**src/rtl/seg7_sequencer.sv**
```systemverilog
// Digit-rate sequencer for the seven-segment path: prescaler, STOP/RUN/ONESHOT
// control, up/down digit counter with wrap, and combinational segment decode.
module seg7_sequencer #(
  parameter int               CNT_W     = 24,
  parameter logic [CNT_W-1:0] CMP_RST   = 24'd9_999_999,
  parameter int               MAX_DIGIT = 9
) (
  input  logic             clk,
  input  logic             rst_n,
  input  logic             ena,
  input  logic             start,
  input  logic             stop,
  input  logic             step,
  input  logic             dir,
  input  logic             clear,
  input  logic             cmp_we,
  input  logic [CNT_W-1:0] cmp_in,
  output logic [3:0]       digit,
  output logic [6:0]       seg,
  output logic             tick,
  output logic             wrap,
  output logic [1:0]       state,
  output logic             busy
);

  typedef enum logic [1:0] {
    ST_STOP    = 2'd0,
    ST_RUN     = 2'd1,
    ST_ONESHOT = 2'd2
  } state_t;

  localparam logic [3:0] MAX_D = 4'(MAX_DIGIT);

  state_t           state_q;
  state_t           state_nxt;
  logic [CNT_W-1:0] pre_q;
  logic [CNT_W-1:0] cmp_q;
  logic [3:0]       digit_q;
  logic [3:0]       digit_nxt;
  logic             tick_q;
  logic             wrap_q;
  logic             adv;
  logic             wrap_hit;

  function automatic logic [6:0] seg_decode(input logic [3:0] d);
    logic [6:0] s;
    case (d)
      4'h0: s = 7'h3F;
      4'h1: s = 7'h06;
      4'h2: s = 7'h5B;
      4'h3: s = 7'h4F;
      4'h4: s = 7'h66;
      4'h5: s = 7'h6D;
      4'h6: s = 7'h7D;
      4'h7: s = 7'h07;
      4'h8: s = 7'h7F;
      4'h9: s = 7'h6F;
      4'hA: s = 7'h77;
      4'hB: s = 7'h7C;
      4'hC: s = 7'h39;
      4'hD: s = 7'h5E;
      4'hE: s = 7'h79;
      default: s = 7'h71;
    endcase
    return s;
  endfunction

  // stop, clear and a compare write all cancel an advance due on this edge
  always_comb begin
    adv       = (state_q != ST_STOP) && (pre_q == cmp_q) && !stop && !clear && !cmp_we;
    wrap_hit  = dir ? (digit_q == MAX_D) : (digit_q == 4'd0);
    digit_nxt = digit_q;
    if (dir) digit_nxt = wrap_hit ? 4'd0 : digit_q + 4'd1;
    else     digit_nxt = wrap_hit ? MAX_D : digit_q - 4'd1;

    state_nxt = state_q;
    case (state_q)
      ST_STOP: begin
        if (stop)       state_nxt = ST_STOP;
        else if (start) state_nxt = ST_RUN;
        else if (step)  state_nxt = ST_ONESHOT;
      end
      ST_RUN: begin
        if (stop) state_nxt = ST_STOP;
      end
      ST_ONESHOT: begin
        if (stop)       state_nxt = ST_STOP;
        else if (start) state_nxt = ST_RUN;
        else if (adv)   state_nxt = ST_STOP;
      end
      default: state_nxt = ST_STOP;
    endcase
  end

  // registered control, counters and pulse outputs
  always_ff @(posedge clk or negedge rst_n) begin
    if (!rst_n) begin
      state_q <= ST_STOP;
      pre_q   <= '0;
      cmp_q   <= CMP_RST;
      digit_q <= 4'd0;
      tick_q  <= 1'b0;
      wrap_q  <= 1'b0;
    end else if (ena) begin
      state_q <= state_nxt;
      if (cmp_we) cmp_q <= cmp_in;

      if (clear || cmp_we || state_q == ST_STOP || state_nxt == ST_STOP ||
          pre_q == cmp_q)
        pre_q <= '0;
      else
        pre_q <= pre_q + CNT_W'(1);

      if (clear)    digit_q <= 4'd0;
      else if (adv) digit_q <= digit_nxt;

      tick_q <= adv;
      wrap_q <= adv && wrap_hit;
    end
  end

  assign digit = digit_q;
  assign seg   = seg_decode(digit_q);
  assign tick  = tick_q;
  assign wrap  = wrap_q;
  assign state = state_q;
  assign busy  = (state_q != ST_STOP);

endmodule

```
**config.mk**
```make
export PLATFORM = sky130hd
export DESIGN_NAME = seg7_sequencer
export DESIGN_NICKNAME = d
export VERILOG_FILES = /design/src/rtl/seg7_sequencer.sv
export SDC_FILE = /design/constraint.sdc
export NUM_CORES = 1
export LEC_CHECK = 0
export ABC_AREA = 1
export CAP_MARGIN = 20
export CORE_MARGIN = 3
export CORE_UTILIZATION = 37
export DETAILED_ROUTE_END_ITERATION = 8
export GPL_TIMING_DRIVEN = 0
export SLEW_MARGIN = 20
export SYNTH_ARGS = -nofsm -noshare
export SYNTH_HDL_FRONTEND = slang
export SYNTH_SLANG_ARGS = --single-unit
```
**constraint.sdc**
```tcl
create_clock -name clk -period 2.08 [get_ports clk]
set_input_delay 0.416 -clock clk [delete_from_list [all_inputs] [get_ports clk]]
set_output_delay 0.416 -clock clk [all_outputs]
set_load 0.005 [all_outputs]
```
Yosys cells after proc, flatten, opt, wreduce, memory -nomap -nowiden
Memories as Yosys holds them, arrays and structs flattened.
Cells that the tools add are included.
{"block": "classes", "add_sub_neg": 3, "mul": 0, "div_mod_pow": 0, "order_cmp": 0, "n_eq_ne": 4, "shifts": 0, "n_mux": 15, "bitwise": 0, "reduce_logical": 19}
{"operator": "24-bit by 1-bit adder with 24-bit output, second input constant", "count": 1}
{"operator": "24-bit == test", "count": 1}
{"operator": "24-bit two-way mux", "count": 1}
{"operator": "4-bit two-way mux", "count": 5}
{"operator": "2-bit two-way mux", "count": 7}
{"operator": "2-bit case mux with 3 select lines", "count": 1}
{"operator": "1-bit logical AND", "count": 5}
{"operator": "4-bit by 1-bit adder with 4-bit output, second input constant", "count": 1}
{"operator": "4-bit == test, second input constant", "count": 1}
{"operator": "2-bit zero test", "count": 2}
{"operator": "4-bit zero test", "count": 1}
{"operator": "1-bit logical OR", "count": 4}
{"operator": "2-bit AND reduction", "count": 2}
{"operator": "2-bit nonzero test", "count": 2}
{"operator": "4-bit by 1-bit subtractor with 4-bit output, second input constant", "count": 1}
{"operator": "1-bit zero test", "count": 3}
{"operator": "2-bit by 1-bit == test with 1-bit output, second input constant", "count": 1}
{"operator": "2-bit == test, second input constant", "count": 1}
{"operator": "1-bit two-way mux", "count": 1}
{"block": "totals", "reg_bits": 56, "latch_bits": 0, "mem_bits_rw": 0, "rom_bits": 112, "inputBits": 33, "elab_cells": 48, "mem_count": 1}
{"name": "(no name shown)", "depth": 16, "word_bits": 7, "rd": 1, "rd_ports_with_merged_regs": 0, "write_ports": 0, "line_no": "47", "text": "case (d)"}

Logic depth before layout (Yosys ltp)
{"block": "depth", "ltp_word": 13, "ltp_mapped": 13}

Least setup slack after synthesis
No wires, ideal clock.
{"block": "synth_timing", "path_kind": "register to output", "startpoint": "register digit_q[0], in the netlist digit[0]", "endpoint": "output port seg[3]", "arrival_ns": 1.252, "required_ns": 1.664, "slack_ns": 0.412, "path_stages_with_launch": 6, "cell_sequence": "dfrtp_1 > inv_1 > ha_1 > inv_1 > o21ai_0 > o32a_1"}
{"block": "synth_between", "elab_chain_cells": 1}
{"element": "start, declared", "line_no": "38", "text": "logic [3:0] digit_q;"}
{"element": "start signal, assigned", "line_no": "115", "text": "else if (adv) digit_q <= digit_nxt;"}
{"element": "memory read 16 x 7 bit"}
{"element": "end, declared", "line_no": "19", "text": "output logic [6:0] seg,"}
Every way passes these cells.

Worst setup path after layout
{"block": "layout_timing", "startpoint": "register digit_q[0], in the netlist digit[0]", "endpoint": "output port seg[6]"}
Same word-level chain as after synthesis.

==> results.yml <==
final_layout:
  multi_input_area_sq_mm: 0.001861
  layout.cells.non_filler: 564
  antenna_cells: 0
  fill_cells: 857
  area_delta_synth_final_pct: 28.47
  layout.nets: 497
  drive_gt1_share_pct: 29.17
  regArea_sq_mm: 0.001424
detailed_routing:
  drt-total-wl_microns: 7868
  vias_per_cell: 4.892
  vias: 2759
  first_iter_violations: 128
  first_pass_iters: 4
  wire_per_inst_microns: 13.95
  ant_nets: 0
  drc: 0
logic_synthesis:
  synth_edf_count: 0
  async_flop_share_pct: 100.0
  yosysMostFrequentCell: "nand2_1"
  avgSynthCellArea_sq_um: 8.960
  synth_area_leader_cell: "dfrtp_1"
  netlist_area_sq_mm: 0.003441
  yosysSeqAreaShare_pct: 41.24
  ys_warn_count: 0
  yosys.cell_types.count: 39
  synth_nets: 426
  syn_inst: 384
  synthTopCellsByCount: "nand2_1, dfrtp_1, nor2_1, inv_1, xor2_1"
  ys_ff_latch: 56
  synth_area_leaders: "dfrtp_1, dfstp_2, nand2_1"
  ys.flop_type: "dfrtp_1"
  yosys.area.top_type_share_pct: 30.55
clock_network:
  cts_buffer_depth: 2
  clk_latency_ns: 0.32
  cts_tree: "yes"
  cts.sinks: 56
  root_buffer: "clkbuf_8"
  numCtsBuffers: 5
  cts.htree.levels: 2
  cts.clk_slew.worst_paths_ns: 0.09
critical_path:
  end_kind: "output pin"
  max_stage_delay_ns: 0.44
  critPathKind: "reg2out"
  ff2ff_path_depth: 10
  cp-start-kind: "flop"
  crit_fanout: 5
  slowest_stage: "dfrtp_2"
  worstPathArrival_ns: 1.62
  worstPathRequired_ns: 1.66
  path_cells: "buf_6 > ha_4 > nor2_1 > nand2_1 > buf_4 > o221ai_1 > buf_2"
sta:
  timing.fmax_mhz: 492.2
  setup_viol: 0
  finalMaxSlewViolations: 0
  finClkSkew_ns: 0.01034
  maxSlewHeadroom_pct: 48.27
  rsz0062_at_grt: "yes"
  tns_ns: 0
  worst_pin_slew_ns: 0.7760
  min_period_over_period_pct: 97.68
  final_hold_viol_count: 0
  finalCriticalPeriod_ns: 2.032
run:
  cap_violations: 0
grt:
  grt_pass1_wl_microns: 12650
  antenna_found_initial: 0
  grt_overflow: 0
  grt_use_total_pct: 15.24
  first_global_vias: 2602
  grt_max_degree: 57
hold_path:
  hold_class: "in2async"
place:
  place_congestion: 0.8200
  dp_hpwl_microns: 5697
  dpl.cell_count: 540
  port_buffers: 47
floorplanning:
  die_w_microns: 102.4
  initial_core_util_pct: 38.70
  die_h_microns: 102.4
  ios: 49
  rows: 34
  die_area_sq_mm: 0.01049
  core_sq_mm: 0.008891
pwr:
  p_leak_nw: 1.934
  irDropWorstVdd_mv: 0.3350
  power_density_mw_per_mm2: 574.1
status:
  run_status: "finished, final reports clean"
-- cell type report --
cell class	instances	share of cell area, %
Buffer	14	2.123
Clock buffer	5	1.557
Clock inverter	3	2.038
Inverter	37	3.255
Multi-Input combinational cell	277	42.09
Sequential cell	56	32.21
Tap cell	108	3.057
Timing Repair Buffer	64	13.67
-- placed cells by master (no fill, tap or decap), drive strengths merged --
cell type | Yosys | final
ha | 9 | 9
or2 | 1 | 1
nor4 | 2 | 2
clkdlybuf4s15 | 0 | 1
bufinv | 0 | 3
dfstp | 14 | 14
xnor2 | 14 | 14
buf | 5 | 24
inv | 37 | 37
clkbuf | 9 | 16
nand4 | 14 | 14
o21ai | 12 | 12
o32a | 1 | 1
xor2 | 27 | 27
a21boi | 1 | 1
o22ai | 1 | 1
nand2 | 82 | 82
nor2 | 38 | 38
a21oi | 33 | 33
mux2 | 18 | 18
a31oi | 1 | 1
nor3 | 6 | 6
dfrtp | 42 | 42
clkdlybuf4s50 | 0 | 39
o221ai | 1 | 1
dlygate4sd2 | 0 | 3
a211o | 1 | 1
nand3 | 15 | 15
-- worst max-delay path: cells and delay by family, from the launching register on --
family,cells,cell delay (ns)
AND/OR/NAND/NOR,2,0.23
adder cells (fa/ha/maj),1,0.15
flip-flops,1,0.44
buffers and inverters,3,0.43
AO/OA/AOI/OAI,1,0.06
-- routing by layer --
metal | vias to the layer above | share of wire (%) | track usage [%]
met5 | - | 0 | 0
met4 | 0 | 2.1 | 4.440
met3 | 12 | 4.4 | 2.799
met2 | 61 | 46 | 24.48
met1 | 1294 | 47 | 21.00
li1 | 1392 | - | -
-- where the power goes --
part	internal [W]	leakage [nW]	switching, W
Sequential	0.00119	0.702	0.0000514
Combinational	0.000177	1.15	0.000157
Clock	0.000602	0.0784	0.000363
Total	0.00197	1.93	0.000571
-- sequential cells by signal (all words and copies together), names as in the netlist --
name   flops
cmp_q     24
digit      4
pre_q     24
state      2
tick       1
wrap       1
-- kinds of logic after synthesis --
| kind of cell | Yosys count | share of synthesized area [%] |
|---|---|---|
| xor gates and xnor gates | 41 | 10.44 |
| and+or+nand+nor | 158 | 22.55 |
| AOI/OAI and AO/OA | 51 | 10.22 |
| adders and majority gates | 9 | 3.273 |
| buffers and inverters | 51 | 6.400 |
| muxes | 18 | 5.891 |
| DFF | 56 | 41.24 |
-- repair_timing --
item,CTS,global route
endpoints found under the setup margin,7,29
pin swaps,4,3
hold buffers,0,0
setup buffers,9,7
resized for setup,33,17
gates cloned,0,0
-- metrics by stage --
step	total power (W)	setup slack [ns]	hold WS, ns	instance area, sq um	utilization, %
floorplan	0.001438	0.4120	0.1204	3441	-
global placement	0.001583	-1.224	0.4701	4046	45.51
detailed placement	0.001595	-0.2145	0.4278	4071	45.79
CTS	0.002566	-0.07432	0.07722	4330	48.71
global route	0.002654	-0.02454	0.07192	4420	49.72
finish	0.002538	0.04821	0.07781	4420	49.72
-- worst paths after layout --
path	to	slack, ns	from
hold / removal	cmp_q[11]	0.08	rst_n
max in group asynchronous	cmp_q[2]	1.71	rst_n
hold reg to reg	cmp_q[12]	0.49	cmp_q[12]
setup / recovery	seg[6]	0.05	digit[0]
min in group clk	cmp_q[12]	0.49	cmp_q[12]
setup reg to reg	pre_q[20]	0.17	pre_q[1]
(Power assumes the default switching activity.)
